[config.mk]
export PLATFORM = sky130hd
export DESIGN_NAME = vram_fetch_sched
export DESIGN_NICKNAME = d
export VERILOG_FILES = /design/src/rtl/vram_fetch_sched.sv
export SDC_FILE = /design/constraint.sdc
export NUM_CORES = 1
export LEC_CHECK = 0
export CAP_MARGIN = 15
export CORE_ASPECT_RATIO = 1.25
export CORE_MARGIN = 2
export CORE_UTILIZATION = 53
export DETAILED_ROUTE_END_ITERATION = 16
export PLACE_DENSITY_LB_ADDON = 0.25
export SETUP_SLACK_MARGIN = 0.1
export SLEW_MARGIN = 5
export SYNTH_ARGS = -nofsm -noshare
export SYNTH_HDL_FRONTEND = slang
export SYNTH_SLANG_ARGS = --single-unit
[constraint.sdc]
create_clock -name clk -period 3.55 [get_ports clk]
set_input_delay 0.71 -clock clk [delete_from_list [all_inputs] [get_ports clk]]
set_output_delay 0.71 -clock clk [all_outputs]
set_load 0.02 [all_outputs]
[src/rtl/vram_fetch_sched.sv]
// VRAM slot scheduler: text-word and font-row fetch per character cell, spare slots go to the host port.
// Optional CURSOR_EN build adds cursor_col/cursor_row inputs and a registered cell_cursor output.
module vram_fetch_sched #(
  parameter int          COLS      = 100,
  parameter int          FONT_H    = 16,
  parameter int          CELL_CLKS = 8,
  parameter logic [15:0] TEXT_BASE = 16'h0000,
  parameter logic [15:0] FONT_BASE = 16'h8000
) (
  input  logic        clk,
  input  logic        nrst,
  input  logic        frame_start,
  input  logic        line_start,
  input  logic        host_req,
  input  logic        host_we,
  input  logic [15:0] host_addr,
  input  logic [15:0] host_wdata,
  output logic        host_ack,
  output logic [15:0] host_rdata,
  output logic [15:0] vram_addr,
  output logic        vram_we,
  output logic [15:0] vram_wdata,
  input  logic [15:0] vram_rdata,
  output logic        cell_valid,
  output logic [7:0]  cell_char,
  output logic [7:0]  cell_attr,
`ifdef CURSOR_EN
  input  logic [7:0]  cursor_col,
  input  logic [7:0]  cursor_row,
  output logic        cell_cursor,
`endif
  output logic [7:0]  cell_bits
);

  localparam int              FR_W      = (FONT_H > 1) ? $clog2(FONT_H) : 1;
  localparam logic [3:0]      LAST_SLOT = 4'(CELL_CLKS - 1);
  localparam logic [7:0]      LAST_COL  = 8'(COLS - 1);
  localparam logic [FR_W-1:0] LAST_FROW = FR_W'(FONT_H - 1);

  typedef enum logic {IDLE, FETCH} state_t;

  state_t            state_reg, state_next;
  logic [3:0]        slot_reg, slot_next;
  logic [7:0]        col_reg, col_next;
  logic [FR_W-1:0]   font_row_reg, font_row_next;
  logic [15:0]       row_base_reg, row_base_next;
  logic [15:0]       text_reg;
  logic [15:0]       last_addr_reg;
  logic              ack_reg;
  logic              cell_valid_reg;
  logic [7:0]        cell_char_reg, cell_attr_reg, cell_bits_reg;
  logic              cell_load, text_load, host_slot, grant;
  logic [15:0]       text_addr, font_addr;

  always_comb begin
    state_next    = state_reg;
    slot_next     = slot_reg;
    col_next      = col_reg;
    font_row_next = font_row_reg;
    row_base_next = row_base_reg;
    cell_load     = 1'b0;
    text_load     = 1'b0;
    // Frame reset is applied first so a coincident line_start fetches row 0.
    if (frame_start) begin
      state_next    = IDLE;
      slot_next     = 4'd0;
      col_next      = 8'd0;
      font_row_next = '0;
      row_base_next = 16'd0;
    end
    if (line_start) begin
      state_next = FETCH;
      slot_next  = 4'd0;
      col_next   = 8'd0;
    end else if (!frame_start && state_reg == FETCH) begin
      text_load = (slot_reg == 4'd1);
      cell_load = (slot_reg == 4'd2);
      if (slot_reg == LAST_SLOT) begin
        slot_next = 4'd0;
        col_next  = col_reg + 8'd1;
        if (col_reg == LAST_COL) begin
          state_next = IDLE;
          col_next   = 8'd0;
          if (font_row_reg == LAST_FROW) begin
            font_row_next = '0;
            row_base_next = row_base_reg + 16'(COLS);
          end else begin
            font_row_next = font_row_reg + FR_W'(1);
          end
        end
      end else begin
        slot_next = slot_reg + 4'd1;
      end
    end
  end

  assign text_addr = TEXT_BASE + row_base_reg + {8'h00, col_reg};
  assign font_addr = FONT_BASE + {8'h00, vram_rdata[7:0]} * 16'(FONT_H) + 16'(font_row_reg);
  assign host_slot = (state_reg == IDLE) || (slot_reg >= 4'd2);
  assign grant     = host_slot && host_req && !ack_reg;

  always_comb begin
    vram_addr  = last_addr_reg;
    vram_we    = 1'b0;
    vram_wdata = 16'd0;
    if (state_reg == FETCH && slot_reg == 4'd0) begin
      vram_addr = text_addr;
    end else if (state_reg == FETCH && slot_reg == 4'd1) begin
      vram_addr = font_addr;
    end else if (grant) begin
      vram_addr  = host_addr;
      vram_we    = host_we;
      vram_wdata = host_wdata;
    end
  end

  always_ff @(posedge clk or negedge nrst) begin
    if (!nrst) begin
      state_reg      <= IDLE;
      slot_reg       <= 4'd0;
      col_reg        <= 8'd0;
      font_row_reg   <= '0;
      row_base_reg   <= 16'd0;
      text_reg       <= 16'd0;
      last_addr_reg  <= 16'd0;
      ack_reg        <= 1'b0;
      cell_valid_reg <= 1'b0;
      cell_char_reg  <= 8'd0;
      cell_attr_reg  <= 8'd0;
      cell_bits_reg  <= 8'd0;
    end else begin
      state_reg      <= state_next;
      slot_reg       <= slot_next;
      col_reg        <= col_next;
      font_row_reg   <= font_row_next;
      row_base_reg   <= row_base_next;
      last_addr_reg  <= vram_addr;
      ack_reg        <= grant;
      cell_valid_reg <= cell_load;
      if (text_load) text_reg <= vram_rdata;
      if (cell_load) begin
        cell_char_reg <= text_reg[7:0];
        cell_attr_reg <= text_reg[15:8];
        cell_bits_reg <= vram_rdata[7:0];
      end
    end
  end

`ifdef CURSOR_EN
  logic [7:0] text_row_reg;
  logic       cell_cursor_reg;

  always_ff @(posedge clk or negedge nrst) begin
    if (!nrst) begin
      text_row_reg    <= 8'd0;
      cell_cursor_reg <= 1'b0;
    end else begin
      if (frame_start)
        text_row_reg <= 8'd0;
      else if (row_base_next != row_base_reg)
        text_row_reg <= text_row_reg + 8'd1;
      if (cell_load)
        cell_cursor_reg <= (col_reg == cursor_col) && (text_row_reg == cursor_row);
    end
  end

  assign cell_cursor = cell_cursor_reg;
`endif

  // Read data is only meaningful in the ack cycle, so it is gated rather than stored.
  assign host_rdata = ack_reg ? vram_rdata : 16'd0;
  assign host_ack   = ack_reg;
  assign cell_valid = cell_valid_reg;
  assign cell_char  = cell_char_reg;
  assign cell_attr  = cell_attr_reg;
  assign cell_bits  = cell_bits_reg;

endmodule

==> impl_metrics.tcl <==
set metrics [dict create \
    status "finished clean" \
    synth-edff-count 0 \
    clk_pin_slew_ns 0.07 \
    gp_congestion 0.894 \
    h-tree-depth 3 \
    cts_buffer_depth 2 \
    rsz0062_at_grt "false" \
    grt_pass1_wl_um 22500 \
    path_max_fanout 7 \
    ios 129 \
    synth_top_family_by_area "simple AND/OR/NAND/NOR gates" \
    hold_class "input pin to async pin" \
    n_fill_cell 695 \
    nNetsFinal 714 \
    synth_common_cells "110 x nand2_1, 91 x dfrtp_1, 27 x nor2_1, 23 x mux2i_1, 22 x mux2_2" \
    row_count 39 \
    worst_skew_pair.late_latency_ns 0.34 \
    ant_nets 0 \
    clock-root-buffer "clkbuf_16" \
    synthArstFlopShare_pct 100 \
    regArea_mm2 0.00228 \
    timing.setup.tns_ns 0 \
    setup_violations 0 \
    syn_nets 576 \
    holdBufCountCts 0 \
    slew_viol_final 0 \
    viasPerCell 5.70 \
    synth_warnings 0 \
    max-vdd-ir-drop_mv 0.333 \
    synth_compound_area_share_pct 11.5 \
    synth_area_leaders "dfrtp_1 46%, nand2_1 8.4%, mux2_2 5.1%" \
    syn_inst 506 \
    holdWs_ns 0.340 \
    drc 0 \
    core_area_mm2 0.00908 \
    synth_most_common_cell "nand2_1" \
    gr-total-overflow 0 \
    wire_per_inst_um 17.9 \
    yosysUniqueCellTypes 57 \
    max_freq_mhz 293 \
    fin_crit_ns 3.41 \
    synth_xor_area_share_pct 2.50 \
    ys_seq_area_share_pct 46.5 \
    die_y_um 111 \
    drive_gt1_share_pct 13.6 \
    end_kind "output port" \
    start_kind "register" \
    grt_max_degree 41 \
    grt_usage_pct 28.1 \
    crit_arrival_ns 2.70 \
    synth_flop_cell "dfrtp_1" \
    hold_violations 0 \
    synth_simple_gate_area_share_pct 22.8 \
    synth.area.mux_share_pct 9.76 \
    grt_pass1_vias 4447 \
    synth_area_per_cell_um2 9.68 \
    initial_core_util_pct 54.0 \
    drt_pre_antenna_iters 5 \
    cts.sinks 91 \
    crit_type "register to output port" \
    die_w_um 90.0 \
    worst_slew_pin_slew_ns 0.807 \
    vias 4404 \
    fp.dieArea_mm2 0.0100 \
    synth_top_area_share_pct 46.5 \
    synth_area_mm2 0.00490 \
    yosys.area.top_type "dfrtp_1" \
    power_leakage_nw 3.34 \
    diodes 0 \
    multiInputGateArea_mm2 0.00254 \
    fin_crit_sh_pct 96.1 \
    drt-total-wl_um 13900 \
    max_slew_margin_pct 45.7 \
    ys_ff_latch 91 \
    area_delta_synth_final_pct 37.0 \
    critPathRequiredTime_ns 2.84 \
    synthAdderAreaFrac_pct 4.24 \
    maxCapViolations 0 \
    power.density_mw_per_mm2 378 \
    first_iter_violations 234 \
    skew_ns 0.00630 \
    io_buffers 128 \
    dpl.hpwl_um 9940 \
    cts_tree "done" \
    antenna_found_initial 0 \
    cts_buffers 9 \
]
-- metal layers --
metal / up-vias / share of wire, % / GRT usage [%]
met5: - / 0 / 0
met3: 42 / 5.3 / 4.13
met2: 157 / 50 / 47.8
li1: 2068 / - / -
met1: 2137 / 41 / 35.2
met4: 0 / 4.0 / 13.8
-- through the flow --
step	setup WS (ns)	instances	power, mW	util (%)	area [um^2]
final	0.139	772	2.54	73.9	6710
after global routing	0.0729	772	2.64	73.9	6710
after CTS	0.101	772	2.55	73.7	6690
after detailed placement	0.0324	755	1.68	70.5	6400
after global placement	0.0550	755	1.66	70.5	6400
after floorplan	0.703	506	1.42	-	4900
-- final timing paths --
check,startpoint,end,slack (ns),depth (start not counted)
max,col_reg[1],vram_addr[11],0.14,7
min,nrst,cell_attr[6],0.34,1
max reg2reg,col_reg[0],row_base_reg[7],1.06,7
min reg2reg,text_reg[6],cell_char[6],0.47,2
max in group asynchronous,nrst,col_reg[1],2.41,2
min in group clk,text_reg[6],cell_char[6],0.47,2
-- kinds of logic after synthesis --
group                    after synthesis
adder cells (fa/ha/maj)               16
flip-flops                            91
multiplexers                          45
AND/OR/NAND/NOR                      228
buffers and inverters                 31
AO/OA/AOI/OAI                         81
XOR/XNOR                              14
-- worst max-delay path, cell delays in order, from the launching register on --
cell             delay, ns
dfrtp_2               0.46
ha_1                  0.30
a21o_1                0.18
nand4_1               0.16
a211o_1               0.37
a2111o_1              0.45
o211ai_1              0.13
clkdlybuf4s15_2       0.32
-- power breakdown --
part / leakage, nW / internal (mW) / switching (mW) / total [mW]
Sequential: 1.23 / 1.13 / 0.0476 / 1.18
Clock: 0.137 / 0.476 / 0.408 / 0.884
Combinational: 1.97 / 0.238 / 0.234 / 0.473
Total: 3.34 / 1.85 / 0.690 / 2.54
-- layout make-up --
cell class              count  area share, %
clock buffers              10           3.41
clock inverters             6          0.615
inverters                   8          0.448
multi-input cells         384           37.9
flip-flops and latches     91           34.0
well taps                 123           2.29
repair buffers            150           21.4
-- what timing repair did --
item	in CTS	in global routing
resized for setup	26	29
pin swaps	1	4
setup endpoints to repair	32	22
setup buffers	1	0
-- cells in the final DEF, fill, tap and decap left out, types with 4 or more instances in the layout --
cell type        count
o211ai_1             6
a22oi_1              5
clkbuf_2             6
mux2_2              22
xor2_1               9
dlygate4sd2_1        8
a41oi_1              4
mux2i_1             23
clkbuf_16            9
nand3_1             17
inv_1                8
a311oi_1             6
a21o_1               5
a21oi_1             13
nor2_1              27
nor3_1               4
ha_1                13
dfrtp_1             90
o21ai_0             12
nand2_1            110
nand4_1              8
nor2b_1              5
buf_4               23
and3_1              21
clkdlybuf4s50_1     99
xnor2_1              5
dlymetal6s2s_1      13
and2_1              16
No activity file was read; power rests on OpenSTA's default activity.
